### config.mk
export PLATFORM = sky130hd
export DESIGN_NAME = pe_psum_collector_flat
export DESIGN_NICKNAME = d
export VERILOG_FILES = /design/src/rtl/pe_psum_collector_if.sv /design/src/rtl/pe_psum_collector.sv /design/src/flat_wrapper.sv
export SDC_FILE = /design/constraint.sdc
export NUM_CORES = 1
export LEC_CHECK = 0
export CAP_MARGIN = 20
export CORE_UTILIZATION = 53
export CTS_CLUSTER_SIZE = 20
export DETAILED_ROUTE_END_ITERATION = 12
export HOLD_SLACK_MARGIN = 0.12
export PLACE_DENSITY = 0.86
export SYNTH_ARGS = -nofsm -noshare
export SYNTH_HDL_FRONTEND = slang
export SYNTH_SLANG_ARGS = --single-unit
### constraint.sdc
create_clock -name clk -period 2.45 [get_ports clk]
set_input_delay 0.245 -clock clk [delete_from_list [all_inputs] [get_ports clk]]
set_output_delay 0.245 -clock clk [all_outputs]
set_load 0.05 [all_outputs]
### src/rtl/pe_psum_collector_if.sv
// pe_psum_collector_if: bundles the PE-side input stream, the group-size
//   control and the FIFO output handshake of pe_psum_collector.
// Ports: en/num_rows (control), opsum_seln/opsum_in (PE stream),
//   out_valid/out_ready/out_data (FIFO head), fifo_count/drop_err (status).
// master = block driving the collector, slave = the collector itself.
interface pe_psum_collector_if #(
  parameter int DATA_W     = 16,
  parameter int ACC_W      = 24,
  parameter int FIFO_DEPTH = 4
);
  localparam int CNT_W = $clog2(FIFO_DEPTH) + 1;

  logic              en;
  logic [7:0]        num_rows;
  logic              opsum_seln;
  logic [DATA_W-1:0] opsum_in;
  logic              out_valid;
  logic              out_ready;
  logic [ACC_W-1:0]  out_data;
  logic [CNT_W-1:0]  fifo_count;
  logic              drop_err;

  modport master (
    output en,
    output num_rows,
    output opsum_seln,
    output opsum_in,
    output out_ready,
    input  out_valid,
    input  out_data,
    input  fifo_count,
    input  drop_err
  );

  modport slave (
    input  en,
    input  num_rows,
    input  opsum_seln,
    input  opsum_in,
    input  out_ready,
    output out_valid,
    output out_data,
    output fifo_count,
    output drop_err
  );
endinterface

### src/rtl/pe_psum_collector.sv
// pe_psum_collector: accumulates groups of num_rows signed PE partial sums and
//   queues each group total in a small first-word-fall-through FIFO.
// Latency: group total appears at the FIFO head two cycles after the cycle that
//   carries the last opsum of the group (one PUSH cycle in between).
// Backpressure: a full FIFO holds the FSM in PUSH; opsums arriving while held
//   are discarded and raise the sticky drop_err flag.
// Ports: clk, rst (sync, active-high), io (pe_psum_collector_if.slave).
// Build option: define PE_PSUM_SATURATE_EN to saturate every addition at the
//   signed ACC_W limits; left undefined, the accumulator wraps modulo 2^ACC_W.

// pe_psum_fifo: first-word-fall-through FIFO, head visible while count != 0.
//   Zero cycles from storage to head; one cycle from push to head.
//   Caller only pushes when not full or when popping in the same cycle.
module pe_psum_fifo #(
  parameter int W     = 24,
  parameter int DEPTH = 4
) (
  input  logic                   clk,
  input  logic                   rst,
  input  logic                   push,
  input  logic [W-1:0]           push_dat,
  input  logic                   pop,
  output logic                   head_vld,
  output logic [W-1:0]           head_dat,
  output logic [$clog2(DEPTH):0] count,
  output logic                   full
);
  localparam int PTR_W = $clog2(DEPTH);
  localparam int CNT_W = PTR_W + 1;

  logic [W-1:0]     mem_q [DEPTH];
  logic [W-1:0]     mem_d [DEPTH];
  logic [PTR_W-1:0] wr_ptr_q, wr_ptr_d;
  logic [PTR_W-1:0] rd_ptr_q, rd_ptr_d;
  logic [CNT_W-1:0] count_q, count_d;
  logic             do_pop;

  assign head_vld = (count_q != '0);
  assign full     = (count_q == CNT_W'(DEPTH));
  // Popping an empty FIFO is silently ignored.
  assign do_pop   = pop & head_vld;
  // Head reads as zero when empty so the output is clean after reset even
  // though the storage array itself is not reset.
  assign head_dat = head_vld ? mem_q[rd_ptr_q] : '0;
  assign count    = count_q;

  always_comb begin
    mem_d    = mem_q;
    wr_ptr_d = wr_ptr_q;
    rd_ptr_d = rd_ptr_q;
    if (push) begin
      // When full, wr_ptr equals rd_ptr: this overwrites the head that is
      // being popped on the same edge, which is exactly what we want.
      mem_d[wr_ptr_q] = push_dat;
      wr_ptr_d        = wr_ptr_q + PTR_W'(1);
    end
    if (do_pop) begin
      rd_ptr_d = rd_ptr_q + PTR_W'(1);
    end
    count_d = count_q + CNT_W'(push) - CNT_W'(do_pop);
  end

  always_ff @(posedge clk) begin
    if (rst) begin
      wr_ptr_q <= '0;
      rd_ptr_q <= '0;
      count_q  <= '0;
    end else begin
      wr_ptr_q <= wr_ptr_d;
      rd_ptr_q <= rd_ptr_d;
      count_q  <= count_d;
    end
  end

  always_ff @(posedge clk) begin
    mem_q <= mem_d;
  end
endmodule

module pe_psum_collector #(
  parameter int DATA_W     = 16,
  parameter int ACC_W      = 24,
  parameter int FIFO_DEPTH = 4
) (
  input  logic                clk,
  input  logic                rst,
  pe_psum_collector_if.slave  io
);
  localparam int CNT_W = $clog2(FIFO_DEPTH) + 1;

  localparam logic [1:0] S_IDLE  = 2'd0;
  localparam logic [1:0] S_ACCUM = 2'd1;
  localparam logic [1:0] S_PUSH  = 2'd2;

  logic [1:0]       state_q, state_d;
  logic [ACC_W-1:0] acc_q, acc_d;
  logic [7:0]       row_cnt_q, row_cnt_d;
  logic [7:0]       rows_q, rows_d;
  logic             drop_err_q, drop_err_d;

  logic             opsum_vld;
  logic [ACC_W-1:0] opsum_ext;
  logic [ACC_W-1:0] sum;

  logic             fifo_push;
  logic             fifo_pop;
  logic             fifo_full;
  logic             fifo_head_vld;
  logic [ACC_W-1:0] fifo_head_dat;
  logic [CNT_W-1:0] fifo_cnt;
  logic             push_ok;

  assign opsum_vld = ~io.opsum_seln;
  assign opsum_ext = {{(ACC_W - DATA_W){io.opsum_in[DATA_W-1]}}, io.opsum_in};

`ifdef PE_PSUM_SATURATE_EN
  localparam logic [ACC_W-1:0] ACC_MAX = {1'b0, {(ACC_W-1){1'b1}}};
  localparam logic [ACC_W-1:0] ACC_MIN = {1'b1, {(ACC_W-1){1'b0}}};

  logic [ACC_W-1:0] sum_raw;
  logic             sum_ovf;

  // Signed overflow only happens when both operands share a sign and the
  // result sign differs; clamp toward the operands' sign in that case.
  always_comb begin
    sum_raw = acc_q + opsum_ext;
    sum_ovf = (acc_q[ACC_W-1] == opsum_ext[ACC_W-1]) &&
              (sum_raw[ACC_W-1] != acc_q[ACC_W-1]);
    if (sum_ovf) begin
      sum = acc_q[ACC_W-1] ? ACC_MIN : ACC_MAX;
    end else begin
      sum = sum_raw;
    end
  end
`else
  assign sum = acc_q + opsum_ext;
`endif

  // A full FIFO still accepts a push when its head leaves on the same edge.
  assign fifo_pop  = fifo_head_vld & io.out_ready;
  assign push_ok   = ~fifo_full | fifo_pop;
  assign fifo_push = (state_q == S_PUSH) & push_ok;

  always_comb begin
    state_d    = state_q;
    acc_d      = acc_q;
    row_cnt_d  = row_cnt_q;
    rows_d     = rows_q;
    drop_err_d = drop_err_q;

    case (state_q)
      S_IDLE: begin
        // Opsums seen here belong to no group and are ignored silently.
        acc_d     = '0;
        row_cnt_d = '0;
        if (io.en) begin
          rows_d  = (io.num_rows == 8'd0) ? 8'd1 : io.num_rows;
          state_d = S_ACCUM;
        end
      end

      S_ACCUM: begin
        // en is not consulted: a started group always runs to completion.
        if (opsum_vld) begin
          acc_d = sum;
          if (row_cnt_q == rows_q - 8'd1) begin
            state_d = S_PUSH;
          end else begin
            row_cnt_d = row_cnt_q + 8'd1;
          end
        end
      end

      S_PUSH: begin
        if (push_ok) begin
          acc_d     = '0;
          row_cnt_d = '0;
          state_d   = io.en ? S_ACCUM : S_IDLE;
        end else if (opsum_vld) begin
          // Stalled on a full FIFO: there is nowhere to put this opsum.
          drop_err_d = 1'b1;
        end
      end

      default: begin
        state_d = S_IDLE;
      end
    endcase
  end

  always_ff @(posedge clk) begin
    if (rst) begin
      state_q    <= S_IDLE;
      acc_q      <= '0;
      row_cnt_q  <= '0;
      rows_q     <= 8'd1;
      drop_err_q <= 1'b0;
    end else begin
      state_q    <= state_d;
      acc_q      <= acc_d;
      row_cnt_q  <= row_cnt_d;
      rows_q     <= rows_d;
      drop_err_q <= drop_err_d;
    end
  end

  pe_psum_fifo #(
    .W     (ACC_W),
    .DEPTH (FIFO_DEPTH)
  ) u_fifo (
    .clk      (clk),
    .rst      (rst),
    .push     (fifo_push),
    .push_dat (acc_q),
    .pop      (fifo_pop),
    .head_vld (fifo_head_vld),
    .head_dat (fifo_head_dat),
    .count    (fifo_cnt),
    .full     (fifo_full)
  );

  assign io.out_valid  = fifo_head_vld;
  assign io.out_data   = fifo_head_dat;
  assign io.fifo_count = fifo_cnt;
  assign io.drop_err   = drop_err_q;
endmodule

### src/flat_wrapper.sv
// flat-port wrapper written by rule: the top's interface ports become plain ports
module pe_psum_collector_flat 
#(
  parameter int DATA_W     = 16,
  parameter int ACC_W      = 24,
  parameter int FIFO_DEPTH = 4
)
  (clk, rst, io_en, io_num_rows, io_opsum_seln, io_opsum_in, io_out_ready, io_out_valid, io_out_data, io_fifo_count, io_drop_err);
  pe_psum_collector_if #(.DATA_W(DATA_W), .ACC_W(ACC_W), .FIFO_DEPTH(FIFO_DEPTH)) io_i ();
  input  logic clk;
  input  logic rst;
  input wire logic [$bits(io_i.en)-1:0] io_en;
  input wire logic [$bits(io_i.num_rows)-1:0] io_num_rows;
  input wire logic [$bits(io_i.opsum_seln)-1:0] io_opsum_seln;
  input wire logic [$bits(io_i.opsum_in)-1:0] io_opsum_in;
  input wire logic [$bits(io_i.out_ready)-1:0] io_out_ready;
  output wire logic [$bits(io_i.out_valid)-1:0] io_out_valid;
  output wire logic [$bits(io_i.out_data)-1:0] io_out_data;
  output wire logic [$bits(io_i.fifo_count)-1:0] io_fifo_count;
  output wire logic [$bits(io_i.drop_err)-1:0] io_drop_err;
  assign io_i.en = io_en;
  assign io_i.num_rows = io_num_rows;
  assign io_i.opsum_seln = io_opsum_seln;
  assign io_i.opsum_in = io_opsum_in;
  assign io_i.out_ready = io_out_ready;
  assign io_out_valid = io_i.out_valid;
  assign io_out_data = io_i.out_data;
  assign io_fifo_count = io_i.fifo_count;
  assign io_drop_err = io_i.drop_err;
  pe_psum_collector #(.DATA_W(DATA_W), .ACC_W(ACC_W), .FIFO_DEPTH(FIFO_DEPTH)) u_core (.clk(clk), .rst(rst), .io(io_i));
endmodule
==> flow_metrics.env, run 1 <==
export IMPL_critPathRequiredTime_ns=2.74
export IMPL_dp_hpwl_mm=10.69
export IMPL_synth_top_area_frac=0.4109
export IMPL_cpLargestDelayFamily="compound AO/OA/AOI/OAI gates"
export IMPL_vias=5257
export IMPL_ff2ff_setup_slack_ns=-0.06
export IMPL_path_class="reg -> reg"
export IMPL_peakVddDrop_mv=0.4602
export IMPL_setup_tns_ns=-0.05635
export IMPL_dpl_instance_area_um2=8187
export IMPL_cap_viol_max_count=0
export IMPL_crit_path_top_delay_cell="fa_2"
export IMPL_drive_gt1_frac=0.2621
export IMPL_clock_skew_ns=0.006412
export IMPL_arrival_ns=2.80
export IMPL_yosysTopAreaCell="edfxtp_1"
export IMPL_synthMuxAreaShare=0.09274
export IMPL_reg2reg_depth=9
export IMPL_cts_hold_buf=0
export IMPL_final_cell_mix="edfxtp_1, buf_4, nand2_1, dfxtp_1, nor2_1"
export IMPL_grt_use_total=0.2508
export IMPL_clockBufferDepth=2
export IMPL_worst_setup_path_end_kind="register"
export IMPL_layout_commonest_cell="edfxtp_1"
export IMPL_clkTransAtPathRegs_ns=0.06
export IMPL_ios=58
export IMPL_cts_num_sinks=146
export IMPL_cts_root_buf="clkbuf_16"
export IMPL_start_kind="register"
export IMPL_r2r_start="u_core.acc_q[0]"
export IMPL_fin_area_um2=8961
export IMPL_synth_seq_cells=146
export IMPL_synth_cell_types=57
export IMPL_diodes=0
export IMPL_nets=751
export IMPL_worstPathMaxFanout=2
export IMPL_drt_pass1_iterations=5
export IMPL_drt_total_wl_mm=16.49
export IMPL_die_h_um=117.1
export IMPL_drtAntennaViolNets=0
export IMPL_syn_nets=624
export IMPL_finalPower_mw=8.334
export IMPL_synthTopCellsByArea="edfxtp_1, dfxtp_1, mux4_2"
export IMPL_violations="negative setup slack"
export IMPL_clk_latency_ns=0.43
export IMPL_synth_compound_area_frac=0.1090
export IMPL_cp_startpoint="u_core.acc_q[0]"
export IMPL_cellLeakagePower_nw=3.330
export IMPL_hold_viol_final=0
export IMPL_power_density_nw_per_um2=930.0
export IMPL_floorplan_initialDensity=0.5492
export IMPL_rows=41
export IMPL_report_final_slew_viol_count=0
export IMPL_grt_pass1_vias=5174
export IMPL_crit_top_cell="a221oi_2"
export IMPL_drt_iter0_drc=476
export IMPL_tightest_slew_ns=0.7287
export IMPL_synth_xor_area_frac=0.03995
export IMPL_core_area_um2=12770
export IMPL_port_buffers=57
export IMPL_cp_depth=9
export IMPL_synthFlopType="edfxtp_1"
export IMPL_ctsHtreeMaxLevel=4
export IMPL_endpoint="u_core.acc_q[22]"
export IMPL_relSlewSlack=0.5105
export IMPL_route_detailed_drc=0
export IMPL_synth_top_family_by_area="simple AND/OR/NAND/NOR gates"
export IMPL_place_gp_congestion=1.003
export IMPL_grt_pass1_wl_mm=25.50
export IMPL_fmax_ghz=0.3990
export IMPL_grt_max_degree=27
export IMPL_routed_via_density=6.015
export IMPL_crit_chain="ha_4 -> fa_2 -> a21o_1 -> a221oi_2 -> o32a_1 -> o22ai_2 -> a221oi_2 -> xor2_1 -> o21ai_1"
export IMPL_finalSetupViolCount=1
export IMPL_post_drt_wl_per_cell_um=18.87
export IMPL_max_stage_delay_ns=0.35
export IMPL_yosysWarningCount=0
export IMPL_synth_cells=562
export IMPL_status="finished with violations"
export IMPL_syn_area_um2=7015
export IMPL_rsz0062_at_grt="true"
export IMPL_cts_buffers=17
export IMPL_die_x_um=117.1
export IMPL_die_area_um2=13700
export IMPL_yosys_area_share_simple=0.1227
export IMPL_grt_overflow_total=0
export IMPL_cts_tree="yes"
export IMPL_area_delta_synth_final_pct=27.73
export IMPL_antenna_found_initial=0
export IMPL_fin_crit_sh=1.023
export IMPL_synthArstFlopShare=0
export IMPL_path_buf_inv=0
export IMPL_hold_class="in -> reg"
export IMPL_layout_setup_ws_ns=-0.05635
export IMPL_synth_fa_ha_area_frac=0.06100
export IMPL_fin_crit_ns=2.506
export IMPL_seq_area_frac_synth=0.5536
export IMPL_synth_area_per_cell_um2=12.48
export IMPL_synth_edf_count=96
export IMPL_hold_ws_ns=0.4645
export IMPL_rr_endpoint="u_core.acc_q[22]"
## routing by layer
| layer | routed length (um) | up-vias | global-route usage | share of wire |
|---|---|---|---|---|
| met5 | 0 | - | 0 | 0 |
| met4 | 496 | 0 | 0.1249 | 0.030 |
| met3 | 1315 | 53 | 0.05973 | 0.080 |
| met2 | 8450 | 276 | 0.4296 | 0.51 |
| met1 | 6231 | 2546 | 0.2973 | 0.38 |
| li1 | - | 2382 | - | - |
## per-stage QoR
step,setup slack [ns],std cells,utilization
final,-0.05635,874,0.7015
after global routing,-0.09931,874,0.7015
after CTS,0.007566,871,0.6922
after detailed placement,-0.4339,837,0.6409
after global placement,-0.3567,837,0.6409
after floorplan,-0.007813,562,-
## how the worst min path moves through the flow
stage	from	depth (start not counted)	slack (ns)	end
final	io_num_rows[6]	3	0.46	u_core.rows_q[6]
after global placement	u_core.io.drop_err	2	0.48	u_core.io.drop_err
after global routing	io_num_rows[1]	3	0.46	u_core.rows_q[1]
after detailed placement	u_core.io.drop_err	2	0.50	u_core.io.drop_err
after floorplan	io_num_rows[1]	2	0.39	u_core.rows_q[1]
after CTS	io_num_rows[6]	3	0.46	u_core.rows_q[6]
## synthesized netlist by cell type (2+ instances only)
cell type  number
edfxtp_1       96
dfxtp_1        50
nand2_1        42
nor2_1         38
and2_1         34
ha_1           31
mux4_2         24
a21oi_1        20
o21ai_0        20
xnor2_1        20
inv_1          18
clkbuf_1       16
a21o_1         13
xor2_1         12
mux2i_1        11
a22oi_1         8
o21ai_1         8
nand3_1         7
nand4_1         7
nor2b_1         7
and3_1          6
or3_1           6
a211oi_1        5
o211ai_1        5
a31oi_1         4
a41oi_1         4
buf_1           4
a221oi_1        3
a22o_1          3
a32o_1          3
nand4b_1        3
fa_1            2
nand2b_1        2
nor3_1          2
nor4_1          2
nor4b_1         2
o2111ai_1       2
o21a_1          2
o22ai_1         2
## layout make-up
| cell class | instances | area (um^2) |
|---|---|---|
| sequential | 146 | 3894 |
| fill | 770 | 3812 |
| multi-input combinational | 377 | 3107 |
| timing repair buffer | 129 | 1076 |
| clock buffer | 20 | 446.7 |
| tap | 172 | 215.2 |
| clock inverter | 12 | 155.1 |
| inverter | 18 | 67.56 |
## cell families (layout without fill, tap and decap cells)
| kind of cell | count (synthesis) | count (layout) |
|---|---|---|
| AND/OR/NAND/NOR | 166 | 166 |
| flip-flops | 146 | 146 |
| AO/OA/AOI/OAI | 111 | 111 |
| buffers and inverters | 39 | 179 |
| multiplexers | 35 | 35 |
| adder cells (fa/ha/maj) | 33 | 33 |
| XOR/XNOR | 32 | 32 |
## report_power, final
| part | switching [mW] | internal (mW) |
|---|---|---|
| logic | 1.83 | 1.12 |
| clock network | 1.00 | 1.63 |
| registers | 0.0758 | 2.68 |
| total | 2.90 | 5.43 |
## worst register-to-register path, cell delays in order, from the launching register on
cell,delay [ns]
dfxtp_2,0.33
ha_4,0.17
fa_2,0.35
a21o_1,0.23
a221oi_2,0.32
o32a_1,0.25
o22ai_2,0.10
a221oi_2,0.30
xor2_1,0.23
o21ai_1,0.10
## what timing repair did
action,CTS,global route
setup buffers,2,3
gates resized for setup,5,25
endpoints found under the hold margin,0,0
pin swaps,5,8
cloned,0,0
endpoints found under the setup margin,5,18
## flip-flops by register name, summed over array words and instances (netlist names)
signal,cells
u_core.state_q,2
u_core.rows_q,8
u_core.u_fifo.rd_ptr_q,2
u_core.acc_q,24
u_core.io.drop_err,1
u_core.u_fifo.mem_q,96
u_core.row_cnt_q,8
u_core.u_fifo.wr_ptr_q,2
u_core.u_fifo.count,3
(Power assumes the default switching activity.)
==> inputs of run 2 (changes only) <==
--- a/config.mk
+++ b/config.mk
@@ -11,6 +11,8 @@
 export DETAILED_ROUTE_END_ITERATION = 12
 export HOLD_SLACK_MARGIN = 0.12
 export PLACE_DENSITY = 0.86
+export SLEW_MARGIN = 40
 export SYNTH_ARGS = -nofsm -noshare
 export SYNTH_HDL_FRONTEND = slang
+export SYNTH_HIERARCHICAL = 1
 export SYNTH_SLANG_ARGS = --single-unit
==> flow_metrics.env, run 2 <==
export IMPL_post_drt_wl_per_cell_um=19.95
export IMPL_cts_hold_buf=0
export IMPL_clkTransAtPathRegs_ns=0.07
export IMPL_die_x_um=117.9
export IMPL_vias=5154
export IMPL_route_detailed_drc=0
export IMPL_finalNonFillerCells=870
export IMPL_die_area_um2=13890
export IMPL_p_int_mw=4.379
export IMPL_clk_latency_ns=0.42
export IMPL_seqPwrFrac=0.460
export IMPL_layout_commonest_cell="edfxtp_1"
export IMPL_final_cell_mix="edfxtp_1, buf_4, nor2_1, dfxtp_1, clkdlybuf4s50_1"
export IMPL_finalPower_mw=5.864
export IMPL_dpl_instance_area_um2=8333
export IMPL_grt_overflow_total=0
export IMPL_ctsHtreeMaxLevel=4
export IMPL_worst_setup_path_end_kind="register"
export IMPL_num_fill_cells=831
export IMPL_hold_viol_final=0
export IMPL_hold_ws_ns=0.4097
export IMPL_fmax_ghz=0.4127
export IMPL_clock_skew_ns=0.01289
export IMPL_switchingPower_mw=1.485
export IMPL_syn_area_um2=7116
export IMPL_antenna_found_initial=0
export IMPL_start_kind="register"
export IMPL_largest_reg_flops=96
export IMPL_combPwrFrac=0.105
export IMPL_pwr_share_clk=0.435
export IMPL_nets=747
export IMPL_die_h_um=117.9
export IMPL_fin_crit_ns=2.423
export IMPL_worstPathMaxFanout=3
export IMPL_grt_pass1_vias=5189
export IMPL_path_class="reg -> reg"
export IMPL_cts_root_buf="clkbuf_16"
export IMPL_grt_pass1_wl_mm=27.21
export IMPL_peakVddDrop_mv=0.3140
export IMPL_rows=41
export IMPL_floorplan_initialDensity=0.5526
export IMPL_cts_num_sinks=146
export IMPL_area_delta_synth_final_pct=26.43
export IMPL_seq_area_frac_synth=0.5458
export IMPL_synthArstFlopShare=0
export IMPL_dp_cells=838
export IMPL_cts_buffers=17
export IMPL_reg_largest_list="u_core/u_fifo/mem_q: 96 flops, u_core/acc_q: 24 flops"
export IMPL_synth_most_common_cell="edfxtp_1"
export IMPL_fin_crit_sh=0.9891
export IMPL_fin_area_um2=8996
export IMPL_diodes=0
export IMPL_hold_class="in -> reg"
export IMPL_tightest_slew_ns=0.5485
export IMPL_drive_gt1_frac=0.2636
export IMPL_synthFlopType="edfxtp_1"
export IMPL_largest_register="u_core/u_fifo/mem_q"
export IMPL_rsz0062_at_grt="true"
export IMPL_syn_nets=622
export IMPL_drtAntennaViolNets=0
export IMPL_drt_total_wl_mm=17.36
export IMPL_synth_edf_count=96
export IMPL_cellLeakagePower_nw=3.492
export IMPL_drt_iter0_drc=418
export IMPL_grt_use_total=0.2580
export IMPL_power_density_nw_per_um2=651.8
export IMPL_synth_cells=560
export IMPL_synth_cell_types=67
export IMPL_synth_seq_cells=146
export IMPL_ios=58
export IMPL_relSlewSlack=0.6332
export IMPL_swShare=0.2532
export IMPL_grt_max_degree=37
export IMPL_status="finished clean"
export IMPL_routed_via_density=5.924
export IMPL_core_area_um2=12880
export IMPL_report_final_slew_viol_count=0
export IMPL_arrival_ns=2.73
export IMPL_place_gp_congestion=0.8835
export IMPL_synth_top_area_frac=0.4051
export IMPL_cap_viol_max_count=0
export IMPL_port_buffers=57
export IMPL_yosysTopAreaCell="edfxtp_1"
export IMPL_utilization=0.6987
export IMPL_drt_pass1_iterations=6
export IMPL_dp_hpwl_mm=11.12
export IMPL_netlist_top_cells_count="edfxtp_1, dfxtp_1, nor2_1"
export IMPL_clockBufferDepth=2
export IMPL_finalSetupViolCount=0
export IMPL_critPathRequiredTime_ns=2.76
export IMPL_cts_tree="yes"
export IMPL_synth_area_per_cell_um2=12.71
export IMPL_synthTopCellsByArea="edfxtp_1, dfxtp_1, ha_1"
export IMPL_yosysWarningCount=6
## run 2: cell types whose count changed in the layout (fill, tap and decap cells not counted), sizes merged, moves of 4 or more
cell / before / now
a21oi: 20 / 33
a22o: 3 / 12
and2: 34 / 30
and3: 6 / 2
inv: 21 / 25
mux2i: 11 / 6
nand2: 42 / 19
nor2: 39 / 50
nor3: 3 / 9
o21ai: 28 / 18
## run 2: power by group through the flow
stage / logic, mW / clock network, mW / registers [mW]
floorplan: 0.358 / 0 / 2.73
global placement: 0.559 / 0 / 2.74
detailed placement: 0.579 / 0 / 2.75
CTS: 0.591 / 2.58 / 2.69
global route: 0.666 / 2.69 / 2.70
finish: 0.615 / 2.55 / 2.70
## run 2: what timing repair did
| action | 4_1_cts | 5_1_grt |
|---|---|---|
| pin swaps | 1 | 3 |
| gates resized for setup | 4 | 11 |
| setup buffers | 0 | 0 |
| setup endpoints to repair | 7 | 15 |
## run 2: logic make-up after synthesis
family,count (synthesis),synth area share
AOI/OAI and AO/OA,116,0.1120
xor gates and xnor gates,34,0.04396
adders and majority gates,33,0.06014
buffers and inverters,40,0.02778
DFF,146,0.5458
muxes,32,0.09126
and+or+nand+nor,159,0.1190
## run 2: worst paths after layout
kind	startpoint	to	slack (ns)	cells past startpoint
max reg2reg	u_core/acc_q[0]	u_core/acc_q[16]	0.03	9
min	io_num_rows[4]	u_core/rows_q[4]	0.41	3
min reg2reg	u_core/io.drop_err	u_core/io.drop_err	0.47	2
max	u_core/acc_q[0]	u_core/acc_q[16]	0.03	9
## run 2: final cells by class
cell class	count	area, um^2	area share
Clock buffer	17	425.4	0.04729
Clock inverter	15	167.7	0.01864
Inverter	16	60.06	0.006676
Multi-Input combinational cell	374	3124	0.3473
Sequential cell	146	3892	0.4327
Tap cell	172	215.2	0.02392
Timing Repair Buffer	130	1111	0.1235
## run 2: metrics by stage
step	setup slack, ns	setup TNS, ns
4_1_cts	-0.005680	-0.006571
2_1_floorplan	-0.1170	-0.3091
3_5_place_dp	-0.4911	-3.825
6_report	0.02678	0
5_1_grt	-0.07686	-0.2627
3_3_place_gp	-0.4166	-3.147
## run 2: routing by layer
layer,global-route usage,routed length (um)
met4,0.1002,418
met2,0.4290,8681
met3,0.04360,1090
met1,0.3377,7170
met5,0,0
## run 2: critical path, cell delays in order, from the launching register on
cell and delay [ns]:
dfxtp_1 0.32, ha_1 0.21, fa_2 0.39, a211oi_4 0.28, o21ai_2 0.14, a221oi_4 0.36, nor2_1 0.12, a31oi_1 0.22
xnor2_1 0.09, a22o_1 0.19
==> inputs of run 3 (changes only) <==
--- a/config.mk
+++ b/config.mk
@@ -9,8 +9,8 @@
 export CORE_UTILIZATION = 53
 export CTS_CLUSTER_SIZE = 20
 export DETAILED_ROUTE_END_ITERATION = 12
-export HOLD_SLACK_MARGIN = 0.12
 export PLACE_DENSITY = 0.86
+export SKIP_CTS_REPAIR_TIMING = 1
 export SLEW_MARGIN = 40
 export SYNTH_ARGS = -nofsm -noshare
 export SYNTH_HDL_FRONTEND = slang
==> flow_metrics.env, run 3 (synthesis results as in run 2) <==
export IMPL_area_delta_synth_final_pct=26.55
export IMPL_critPathRequiredTime_ns=2.75
export IMPL_combPwrFrac=0.105
export IMPL_swShare=0.2523
export IMPL_diodes=0
export IMPL_clkTransAtPathRegs_ns=0.07
export IMPL_nets=747
export IMPL_fin_crit_sh=0.9720
export IMPL_ff2ff_setup_slack_ns=0.07
export IMPL_drtAntennaViolNets=0
export IMPL_arrival_ns=2.69
export IMPL_layout_setup_ws_ns=0.06859
export IMPL_start_kind="register"
export IMPL_drt_total_wl_mm=17.15
export IMPL_hold_ws_ns=0.4130
export IMPL_hold_end="u_core/rows_q[4]"
export IMPL_finalNonFillerCells=870
export IMPL_hold_class="in -> reg"
export IMPL_seqPwrFrac=0.460
export IMPL_post_drt_wl_per_cell_um=19.71
export IMPL_die_area_um2=13890
export IMPL_cts_num_sinks=146
export IMPL_reg2reg_depth=9
export IMPL_num_fill_cells=826
export IMPL_report_final_slew_viol_count=0
export IMPL_clk_latency_ns=0.42
export IMPL_clockBufferDepth=2
export IMPL_finalSetupViolCount=0
export IMPL_tightest_slew_ns=0.5523
export IMPL_clock_skew_ns=0.01465
export IMPL_fmax_ghz=0.4199
export IMPL_status="finished clean"
export IMPL_place_gp_congestion=0.8835
export IMPL_grt_max_degree=37
export IMPL_grt_pass1_wl_mm=27.06
export IMPL_power_density_nw_per_um2=650.5
export IMPL_antenna_found_initial=0
export IMPL_drt_pass1_iterations=5
export IMPL_cts_tree="yes"
export IMPL_layout_commonest_cell="edfxtp_1"
export IMPL_dpl_worst_slack_ns=-0.4911
export IMPL_cts_buffers=17
export IMPL_routed_via_density=5.955
export IMPL_port_buffers=57
export IMPL_r2r_start="u_core/acc_q[0]"
export IMPL_cellLeakagePower_nw=3.491
export IMPL_route_detailed_drc=0
export IMPL_dp_cells=838
export IMPL_die_h_um=117.9
export IMPL_die_x_um=117.9
export IMPL_p_int_mw=4.379
export IMPL_grt_overflow_total=0
export IMPL_reg_largest_list="u_core/u_fifo/mem_q: 96 flops, u_core/acc_q: 24 flops"
export IMPL_vias=5181
export IMPL_switchingPower_mw=1.478
export IMPL_drive_gt1_frac=0.2650
export IMPL_rr_endpoint="u_core/acc_q[20]"
export IMPL_finalPower_mw=5.857
export IMPL_setup_tns_ns=0
export IMPL_largest_reg_flops=96
export IMPL_path_class="reg -> reg"
export IMPL_dp_hpwl_mm=11.12
export IMPL_worstPathMaxFanout=3
export IMPL_min_path_cells=3
export IMPL_floorplan_initialDensity=0.5526
export IMPL_grt_use_total=0.2562
export IMPL_hold_viol_final=0
export IMPL_pwr_share_clk=0.435
export IMPL_rows=41
export IMPL_ios=58
export IMPL_hold_path_startpoint="io_num_rows[4]"
export IMPL_cap_viol_max_count=0
export IMPL_utilization=0.6993
export IMPL_largest_register="u_core/u_fifo/mem_q"
export IMPL_peakVddDrop_mv=0.3106
export IMPL_fin_crit_ns=2.381
export IMPL_core_area_um2=12880
export IMPL_relSlewSlack=0.6306
export IMPL_grt_pass1_vias=5166
export IMPL_drt_iter0_drc=455
export IMPL_final_cell_mix="edfxtp_1, buf_4, nor2_1, dfxtp_1, clkdlybuf4s50_1"
export IMPL_ctsHtreeMaxLevel=4
export IMPL_worst_setup_path_end_kind="register"
export IMPL_cts_root_buf="clkbuf_16"
export IMPL_fin_area_um2=9005
export IMPL_dpl_instance_area_um2=8333
==> run 3: area by class of cell <==
| cell class | instances | area (um^2) | share of cell area |
|---|---|---|---|
| clock buffer | 17 | 425.4 | 0.04724 |
| sequential | 146 | 3894 | 0.4324 |
| clock inverter | 15 | 167.7 | 0.01862 |
| multi-input combinational | 374 | 3132 | 0.3478 |
| inverter | 16 | 60.06 | 0.006669 |
| tap | 172 | 215.2 | 0.02390 |
| timing repair buffer | 130 | 1111 | 0.1234 |
==> run 3: layer usage <==
metal | share of wire | vias to the layer above | routed length, um | global-route usage
li1 | - | 2389 | - | -
met1 | 0.42 | 2500 | 7179 | 0.3387
met2 | 0.50 | 253 | 8545 | 0.4276
met3 | 0.063 | 39 | 1083 | 0.03779
met4 | 0.020 | 0 | 342 | 0.09696
met5 | 0 | - | 0 | 0
==> run 3: worst max-delay path, cell delays in order, from the launching register on <==
cell      delay, ns
dfxtp_2        0.33
ha_4           0.16
fa_2           0.42
a211oi_4       0.29
o21ai_2        0.13
a221oi_4       0.39
nor2_2         0.08
a41oi_2        0.20
xnor2_1        0.08
a22o_1         0.19
==> run 3: worst max-delay path by stage <==
stage,from,end,slack (ns),depth (start not counted)
finish,u_core/acc_q[0],u_core/acc_q[20],0.07,9
CTS,u_core/acc_q[0],u_core/acc_q[20],-0.09,9
floorplan,u_core/u_fifo/count[1],u_core/u_fifo/count[2],-0.12,10
global placement,io_opsum_in[0],u_core/acc_q[20],-0.42,10
detailed placement,io_opsum_in[0],u_core/acc_q[20],-0.49,10
global route,u_core/acc_q[20],u_core/acc_q[23],-0.04,9
==> run 3: power groups by stage <==
stage	Sequential, mW	Combinational (mW)	Clock [mW]
3_5_place_dp	2.75	0.579	0
6_report	2.70	0.613	2.55
2_1_floorplan	2.73	0.358	0
5_1_grt	2.70	0.663	2.69
3_3_place_gp	2.74	0.559	0
4_1_cts	2.69	0.589	2.58
